`src/rtl/sync_8x8_fifo.sv`:
```
// sync_8x8_fifo: single-clock FIFO with registered read data and
// combinational occupancy flags decoded from an explicit count.
// Optional macro FIFO_ERR_FLAGS_EN turns on one-cycle overrun/underrun
// pulses. Without it the two flags are constant 0. They are module outputs
// so that they are observable.
module sync_8x8_fifo #(
    parameter int DATA_WIDTH = 8,
    parameter int DEPTH      = 8
) (
    input  logic                  clk,
    input  logic                  rst,
    input  logic                  we,
    input  logic                  re,
    input  logic [DATA_WIDTH-1:0] w_data,
    output logic [DATA_WIDTH-1:0] r_data,
    output logic                  full,
    output logic                  empty,
    output logic                  almost_full,
    output logic                  almost_empty,
    output logic                  overrun,
    output logic                  underrun
);

    localparam int AW = $clog2(DEPTH);
    localparam logic [AW:0] CNT_FULL = DEPTH[AW:0];
    localparam logic [AW:0] CNT_AF   = CNT_FULL - 1'b1;
    localparam logic [AW:0] CNT_ONE  = {{AW{1'b0}}, 1'b1};

    logic [DATA_WIDTH-1:0] fifo [0:DEPTH-1];
    logic [AW-1:0]         wp;
    logic [AW-1:0]         rp;
    logic [AW:0]           count;
    logic                  wr_en;
    logic                  rd_en;

    // Acceptance uses the pre-edge flags, so a full FIFO can still be read
    // and an empty FIFO can still be written in the same cycle.
    assign wr_en = we & ~full;
    assign rd_en = re & ~empty;

    // Occupancy flags decoded straight from count.
    assign full         = (count == CNT_FULL);
    assign empty        = (count == '0);
    assign almost_full  = (count == CNT_AF);
    assign almost_empty = (count == CNT_ONE);

    // Storage has no reset. Stale words stay in place until overwritten.
    always_ff @(posedge clk) begin
        if (wr_en)
            fifo[wp] <= w_data;
    end

    // Pointers, count and read data. Pointers wrap by natural overflow.
    always_ff @(posedge clk or negedge rst) begin
        if (!rst) begin
            wp     <= '0;
            rp     <= '0;
            count  <= '0;
            r_data <= '0;
        end else begin
            if (wr_en)
                wp <= wp + 1'b1;
            if (rd_en) begin
                r_data <= fifo[rp];
                rp     <= rp + 1'b1;
            end
            case ({wr_en, rd_en})
                2'b10:   count <= count + 1'b1;
                2'b01:   count <= count - 1'b1;
                default: count <= count;
            endcase
        end
    end

`ifdef FIFO_ERR_FLAGS_EN
    // One-cycle pulses flagging a rejected write (full) or read (empty).
    always_ff @(posedge clk or negedge rst) begin
        if (!rst) begin
            overrun  <= 1'b0;
            underrun <= 1'b0;
        end else begin
            overrun  <= we & full;
            underrun <= re & empty;
        end
    end
`else
    // Error reporting disabled. The flags stay at constant 0.
    assign overrun  = 1'b0;
    assign underrun = 1'b0;
`endif

endmodule

```
`config.mk`:
```
export PLATFORM = sky130hd
export DESIGN_NAME = sync_8x8_fifo
export DESIGN_NICKNAME = d
export VERILOG_FILES = /design/src/rtl/sync_8x8_fifo.sv
export SDC_FILE = /design/constraint.sdc
export NUM_CORES = 1
export LEC_CHECK = 0
export ABC_AREA = 0
export BUFFER_PORTS_ARGS = -buffer_cell sky130_fd_sc_hd__buf_2
export CAP_MARGIN = 15
export CORE_ASPECT_RATIO = 0.9
export CORE_MARGIN = 10
export CORE_UTILIZATION = 50
export DETAILED_ROUTE_END_ITERATION = 6
export PLACE_DENSITY_LB_ADDON = 0.12
export SETUP_SLACK_MARGIN = 0.02
export SLEW_MARGIN = 20
export SYNTH_ARGS = -nofsm -noshare
export SYNTH_HDL_FRONTEND = slang
export SYNTH_SLANG_ARGS = --single-unit
```
`constraint.sdc`:
```
create_clock -name clk -period 3.1 [get_ports clk]
set_input_delay 0.93 -clock clk [delete_from_list [all_inputs] [get_ports clk]]
set_output_delay 0.93 -clock clk [all_outputs]
set_load 0.01 [all_outputs]
```
[Word-level counts from Yosys, hierarchy flattened]
Memories as Yosys holds them, arrays and structs flattened. A register that Yosys moved wholly into a read port is not among the register bits.
Cells that the tools add are included.
Word-level totals
  register bits: 10
  memory bits (writable): 64
  output and inout port bits: 14
  logic and storage cells: 23
  memories kept: 1
Operators by class
  add/sub/neg operators: 4
  eq/ne operators: 5
  multiplexer cells: 3
  bitwise logic cells: 4
  reductions and logical operators: 3
Memories
  fifo: depth 8, bits a word 8, rd ports 1, clocked after memory_dff 1, wr ports 1, line 29  | logic [DATA_WIDTH-1:0] fifo [0:DEPTH-1];
Operator list (count)
  case mux 4 bit (2 select lines): 1
  adder 3 x 1 -> 3 bit, second input constant: 2
  adder 4 x 1 -> 4 bit, second input constant: 1
  == test 4 x 1 -> 1 bit, second input constant: 1
  == test 4 x 3 -> 1 bit, second input constant: 1
  == test 4 bit, second input constant: 1
  logical NOT 4 bit: 1
  subtractor 4 x 1 -> 4 bit, second input constant: 1
  bitwise AND 1 bit: 2
  == test 2 x 1 -> 1 bit, second input constant: 1
  == test 2 bit, second input constant: 1
  2-to-1 mux 1 bit: 2
  NOT 1 bit: 2
  nonzero test 2 bit: 1
  logical NOT 1 bit: 1

[Longest topological paths before layout]
Gate-level depths: netlist (run 1).
  depth after elaboration: 5
  mapped depth: 10
  depth with buffers taken out: 9

[Worst setup path before layout (run 1)]
No wires, ideal clock.
  kind: input to register
  from: input port re
  to: register count[3]
  data arrival time: 2.151 ns
  slack: 0.870 ns
  cell stages on the path: 7
  cell sequence: nand2b_1 buf_2 inv_1 ha_1 or4b_1 a21oi_2 xor2_1
On the way
  cells in the longest elaborated chain, start to end: 3
  elaborated cells on any way between the ends: 5
  classes of those cells: eq/ne (2); mux (1); bitwise (1); reduce/logical (1)
RTL lines
  start, declared: line 13  | input logic re,
  bitwise AND 1 bit *: line 39  | assign rd_en = re & ~empty;
  named net rd_en: line 34  | logic rd_en;
  == test 2 x 1 -> 1 bit or == test 2 bit (tied branches): line 67  | case ({wr_en, rd_en})
  case mux 4 bit (2 select lines) or nonzero test 2 bit (tied branches)
  end signal, assigned: line 68  | 2'b10: count <= count + 1'b1;
  end signal, assigned: line 69  | 2'b01: count <= count - 1'b1;
  end signal, assigned: line 70  | default: count <= count;
  end, declared: line 32  | logic [AW:0] count;
Mark *: on every way through the listed nets, which the timed path passes. The rest lies on a longest branch.
A chain may end at the register's enable or synchronous reset.

[Worst setup path after layout (run 1)]
  from: register count[1]
  to: output port empty
On the way
  cells in the longest elaborated chain, start to end: 1
RTL lines
  logical NOT 4 bit: line 43  | assign empty = (count == '0);
  end, declared: line 17  | output logic empty,
Every way passes these cells.

==> flow_summary.yaml, run 1 <==
grt:
  grt_usage_pct: 13.2
  overflow: 0
  antenna_found_initial: 0
  grt_max_degree: 35
  grt_pass1_vias: 1873
  grt_pass1_wl_mm: 10.4
routing:
  detail_route.vias_per_cell: 5.30
  drt-total-wl_mm: 6.50
  wire_per_inst_um: 19.1
  dr.pass1.iters: 4
  drc: 0
  drt_iter0_drc: 61
  ant_nets: 0
  vias: 1808
sta:
  tns_ps: 0
  hold_violations: 0
  fin_crit_sh_pct: 81.2
  setup_violations: 0
  worst_pin_slew_ps: 779
  relSlewSlack_pct: 48.0
  fin_worst_skew_ps: 11.5
  period_needed_ps: 2520
  rsz0062_at_grt: "no"
  maxSlewViolCount: 0
  fmax_mhz: 397
run:
  max-cap-violations: 0
setup_path:
  path_cells: "inv_1 > ha_1 > nor3b_1 > buf_4 > buf_2"
  cp.arrival_ps: 1590
  critical-path-slowest-cell: "dfrtp_1"
  slowest_delay_ps: 420
  end_kind: "output port"
  path_class: "reg2out"
  critPathMaxFanout: 11
  required_ps: 2170
  startpoint_type: "flip-flop"
logic_synthesis:
  async_reset_ff_share_pct: 22.0
  synth_edf_count: 64
  syn_area_sq_mm: 0.00338
  synth_cell_types: 30
  postSynthAreaPerCell_sq_um: 16.1
  synth-main-ff-cell: "edfxtp_1"
  synth-seq-cells: 82
  ys_seq_area_share_pct: 70.2
  yosys_warnings: 0
  syn_inst: 210
finish:
  fin_nets: 264
  most-common-layout-cells: "64 x edfxtp_1, 23 x buf_2, 18 x mux2_2, 18 x dfrtp_1, 17 x mux2i_1"
  antenna_cells: 0
  fin_util_pct: 57.6
  area_delta_synth_final_pct: 12.2
  drive_above_1_share_pct: 27.1
  layout_commonest_cell: "edfxtp_1"
floorplanning:
  initial_utilization_pct: 51.3
  pin_count: 26
  die_area_sq_mm: 0.0104
  core.rowCount: 28
  die_y_um: 98.0
  die_w_um: 107
  design.core.area_sq_mm: 0.00659
placement:
  dp_hpwl_mm: 4.20
  place_congestion: 0.782
  io_buffers: 23
power:
  p_leak_uw: 0.00143
  ir_drop_uv: 400
  power_density_mw_per_mm2: 891
cts:
  clock_latency_ps: 340
  cts_root_buf: "clkbuf_8"
  cts_num_sinks: 82
  cts_buffer_depth: 2
  cts_max_level: 3
  holdBufCountCts: 0
  post_cts_resized: 0
  cts_buffers: 9
  cts_setup_buffers: 0
  clkTransAtPathRegs_ps: 90
  cts_tree: "yes"
run_status:
  status: "complete, no violations"
worst_hold_path:
  hp-class: "in2async"
[where the power goes]
part,internal [uW],total (uW),switching [uW]
logic,510,1130,621
registers,1440,1590,146
clock network,291,660,369
[cell type report]
class	count	area, sq um
fill	568	2800
tap	90	113
multi-input combinational	114	921
clock inverter	6	41.3
timing repair buffer	34	198
sequential	82	2370
clock buffer	10	128
inverter	5	18.8
[synth_stat cells (all sizes together) (2+ instances only)]
| cell | instances | area, sq um |
|---|---|---|
| a22o | 8 | 70.1 |
| buf | 9 | 66.3 |
| dfrtp | 18 | 450 |
| edfxtp | 64 | 1920 |
| ha | 6 | 75.1 |
| inv | 5 | 18.8 |
| mux2 | 18 | 203 |
| mux2i | 17 | 170 |
| nand2 | 4 | 15.0 |
| nand2b | 4 | 25.0 |
| nand3 | 2 | 10.0 |
| nand3b | 3 | 22.5 |
| nor2 | 8 | 30.0 |
| nor3 | 2 | 10.0 |
| nor3b | 2 | 15.0 |
| o21ai | 9 | 45.0 |
| o22ai | 8 | 50.1 |
| o31ai | 8 | 60.1 |
| xnor2 | 6 | 52.6 |
| xor2 | 2 | 17.5 |
[state kept, by name, summed over array words and instances, names as in the netlist]
register and flops:
count 4, wp 3, rp 3, r_data 8
fifo 64
[worst max-delay path, delay by kind of cell (launching register included)]
family,cells,cell delay (ps)
adder cells (fa/ha/maj),1,190
AND/OR/NAND/NOR,1,200
flip-flops,1,420
buffers and inverters,3,430
[path summary, 6_finish.rpt]
kind	start	to	slack [ps]	cells after the start
setup / recovery	count[1]	empty	580	5
setup reg to reg	count[0]	count[3]	740	10
min in group clk	r_data[3]	r_data[3]	510	2
max in group asynchronous	rst	r_data[1]	2290	1
hold / removal	rst	wp[0]	510	1
hold reg to reg	r_data[3]	r_data[3]	510	2
[cell families (layout without fill, tap and decap cells)]
kind of cell	after synthesis	in the layout	synth area share (%)
fa+ha+maj	6	6	2.22
xor+xnor	8	8	2.07
flops	82	82	70.2
mux	35	35	11.0
other cells	1	2	0.111
buf+inv	15	55	2.63
compound gates	34	34	6.93
simple gates	29	29	4.78
[per-layer routing]
metal	vias up	global-route usage (%)	wire, um
met5	-	0	0
met4	0	4.58	25
met3	4	4.34	489
met2	50	21.2	3170
met1	883	16.4	2820
li1	871	-	-
[per-stage QoR]
stage | total power, uW | area, sq um | worst slack [ps] | instances | hold WS [ps]
after floorplan | 2410 | 3380 | 870 | 211 | 486
after global routing | 3620 | 3790 | 487 | 341 | 518
after detailed placement | 2760 | 3620 | 739 | 325 | 509
final | 3380 | 3790 | 581 | 341 | 506
after global placement | 2750 | 3620 | 807 | 325 | 494
after CTS | 3420 | 3790 | 557 | 341 | 505
(Power assumes the default switching activity.)
==> run 2: changes to the inputs <==
Clock period 3.1 ns to 2.2 ns, I/O delays scaled along.
==> run 2 against run 1 <==
Effect of this change: sequential share of layout area fell by 1.5 points; clock-buffer cell count did not move; sequential power rose by 41%; final cell count rose by 1.2%; clock skew fell by 5.0 ps; hold slack got worse by 260 ps; critical path type unchanged.
==> flow_summary.yaml, run 2 (same netlist as run 1, synthesis figures left out) <==
run_status:
  status: "complete, no violations"
placement:
  dp_hpwl_mm: 4.50
  place_congestion: 0.846
  io_buffers: 23
floorplanning:
  die_area_sq_mm: 0.0104
  core.rowCount: 28
  die_w_um: 107
  initial_utilization_pct: 51.3
  pin_count: 26
  design.core.area_sq_mm: 0.00659
  die_y_um: 98.0
routing:
  drt_iter0_drc: 75
  drc: 0
  ant_nets: 0
  detail_route.vias_per_cell: 5.43
  vias: 1873
  wire_per_inst_um: 19.3
  drt-total-wl_mm: 6.67
  dr.pass1.iters: 4
finish:
  largest_reg_flops: 64
  drive_above_1_share_pct: 29.0
  layout_commonest_cell: "edfxtp_1"
  regMostFlops: "fifo"
  largestRegisters: "fifo (64), r_data (8), count (4)"
  regArea_sq_mm: 0.00237
  multi_input_area_sq_um: 955
  fillCellCount: 537
  area_delta_synth_final_pct: 15.0
  fin_util_pct: 59.0
  fin_nets: 268
  antenna_cells: 0
  most-common-layout-cells: "64 x edfxtp_1, 23 x buf_2, 18 x mux2_2, 18 x dfrtp_1, 17 x mux2i_1"
grt:
  met1_usage_pct: 16.3
  grt_pass1_vias: 1990
  busiest_layer: "met2"
  grt_max_degree: 35
  grt_use_met3_pct: 2.89
  grt_usage_pct: 13.2
  antenna_found_initial: 0
  grt_pass1_wl_mm: 10.5
  grtUsageMet2_pct: 21.4
  overflow: 0
sta:
  tns_ps: 0
  fin_crit_sh_pct: 95.0
  maxSlewViolCount: 0
  rsz0062_at_grt: "no"
  worst_pin_slew_ps: 710
  relSlewSlack_pct: 52.6
  period_needed_ps: 2090
  hold_violations: 0
  fmax_mhz: 478
  fin_worst_skew_ps: 6.54
  setup_violations: 0
cts:
  cts_max_level: 3
  cts_buffers: 9
  cts_tree: "yes"
  cts_num_sinks: 82
  cts_root_buf: "clkbuf_8"
  cts_buffer_depth: 2
  clock_latency_ps: 340
  clkTransAtPathRegs_ps: 80
setup_path:
  cp.arrival_ps: 1430
  startpoint_type: "flip-flop"
  path_cells: "inv_1 > ha_4 > nor3b_2 > buf_4 > buf_2"
  path_class: "reg2out"
  cp_top_family: "flip-flops"
  end_kind: "output port"
  critical-path-slowest-cell: "dfrtp_1"
  crit_buf_inv: 3
  slowest_delay_ps: 380
  required_ps: 1540
  critPathMaxFanout: 3
power:
  ir_drop_uv: 577
  p_leak_uw: 0.00147
  power_density_mw_per_mm2: 1290
run:
  max-cap-violations: 0
worst_hold_path:
  hp-class: "in2async"
## run 2: cell types whose count changed in the layout (fill, tap and decap cells not counted), sizes merged
| cell | previous run | this run |
|---|---|---|
| clkinv | 2 | 3 |
| bufinv | 0 | 1 |
| inv | 6 | 5 |
| clkinvlp | 3 | 2 |
| buf | 34 | 38 |
## run 2: area by class of cell
class,instances,share of cell area [%]
Tap cell,90,2.90
Clock buffer,10,3.29
Timing Repair Buffer,38,6.19
Multi-Input combinational cell,114,24.6
Clock inverter,6,1.48
Inverter,5,0.483
Sequential cell,82,61.1
## run 2: where the power goes
| group | internal (uW) | switching [uW] |
|---|---|---|
| Clock | 515 | 499 |
| Sequential | 2030 | 205 |
| Combinational | 812 | 930 |
## run 2: what timing repair did
action | in CTS | in global routing
hold buffers | 0 | 0
endpoints found under the setup margin | 3 | 3
setup buffers | 2 | 0
cloned | 0 | 0
gates resized for setup | 1 | 2
pin swaps | 0 | 0
## run 2: path summary, 6_finish.rpt
kind                                start         to  slack (ps)  cells after the start
worst max-delay path             count[1]      empty         110                      5
worst min-delay path                  rst  r_data[2]         240                      1
worst max register to register   count[1]   count[3]         150                      9
worst min register to register  r_data[2]  r_data[2]         530                      2
max in group asynchronous             rst  r_data[6]        1660                      1
min in group clk                r_data[2]  r_data[2]         530                      2
## run 2: routing by layer
metal | vias to the layer above | wire length (um)
li1 | 881 | -
met1 | 933 | 2900
met2 | 47 | 3230
met3 | 12 | 394
met4 | 0 | 146
met5 | - | 0
## run 2: through the flow
step | total power (uW) | std cells | worst slack (ps) | cell area [sq um] | hold WS (ps)
after global placement | 3870 | 327 | 185 | 3670 | 493
final | 4990 | 345 | 110 | 3880 | 241
after global routing | 5290 | 345 | 29.4 | 3880 | 263
after detailed placement | 3970 | 327 | 35.4 | 3670 | 511
after floorplan | 3420 | 211 | 37.8 | 3400 | 364
after CTS | 5010 | 345 | 60.8 | 3870 | 249
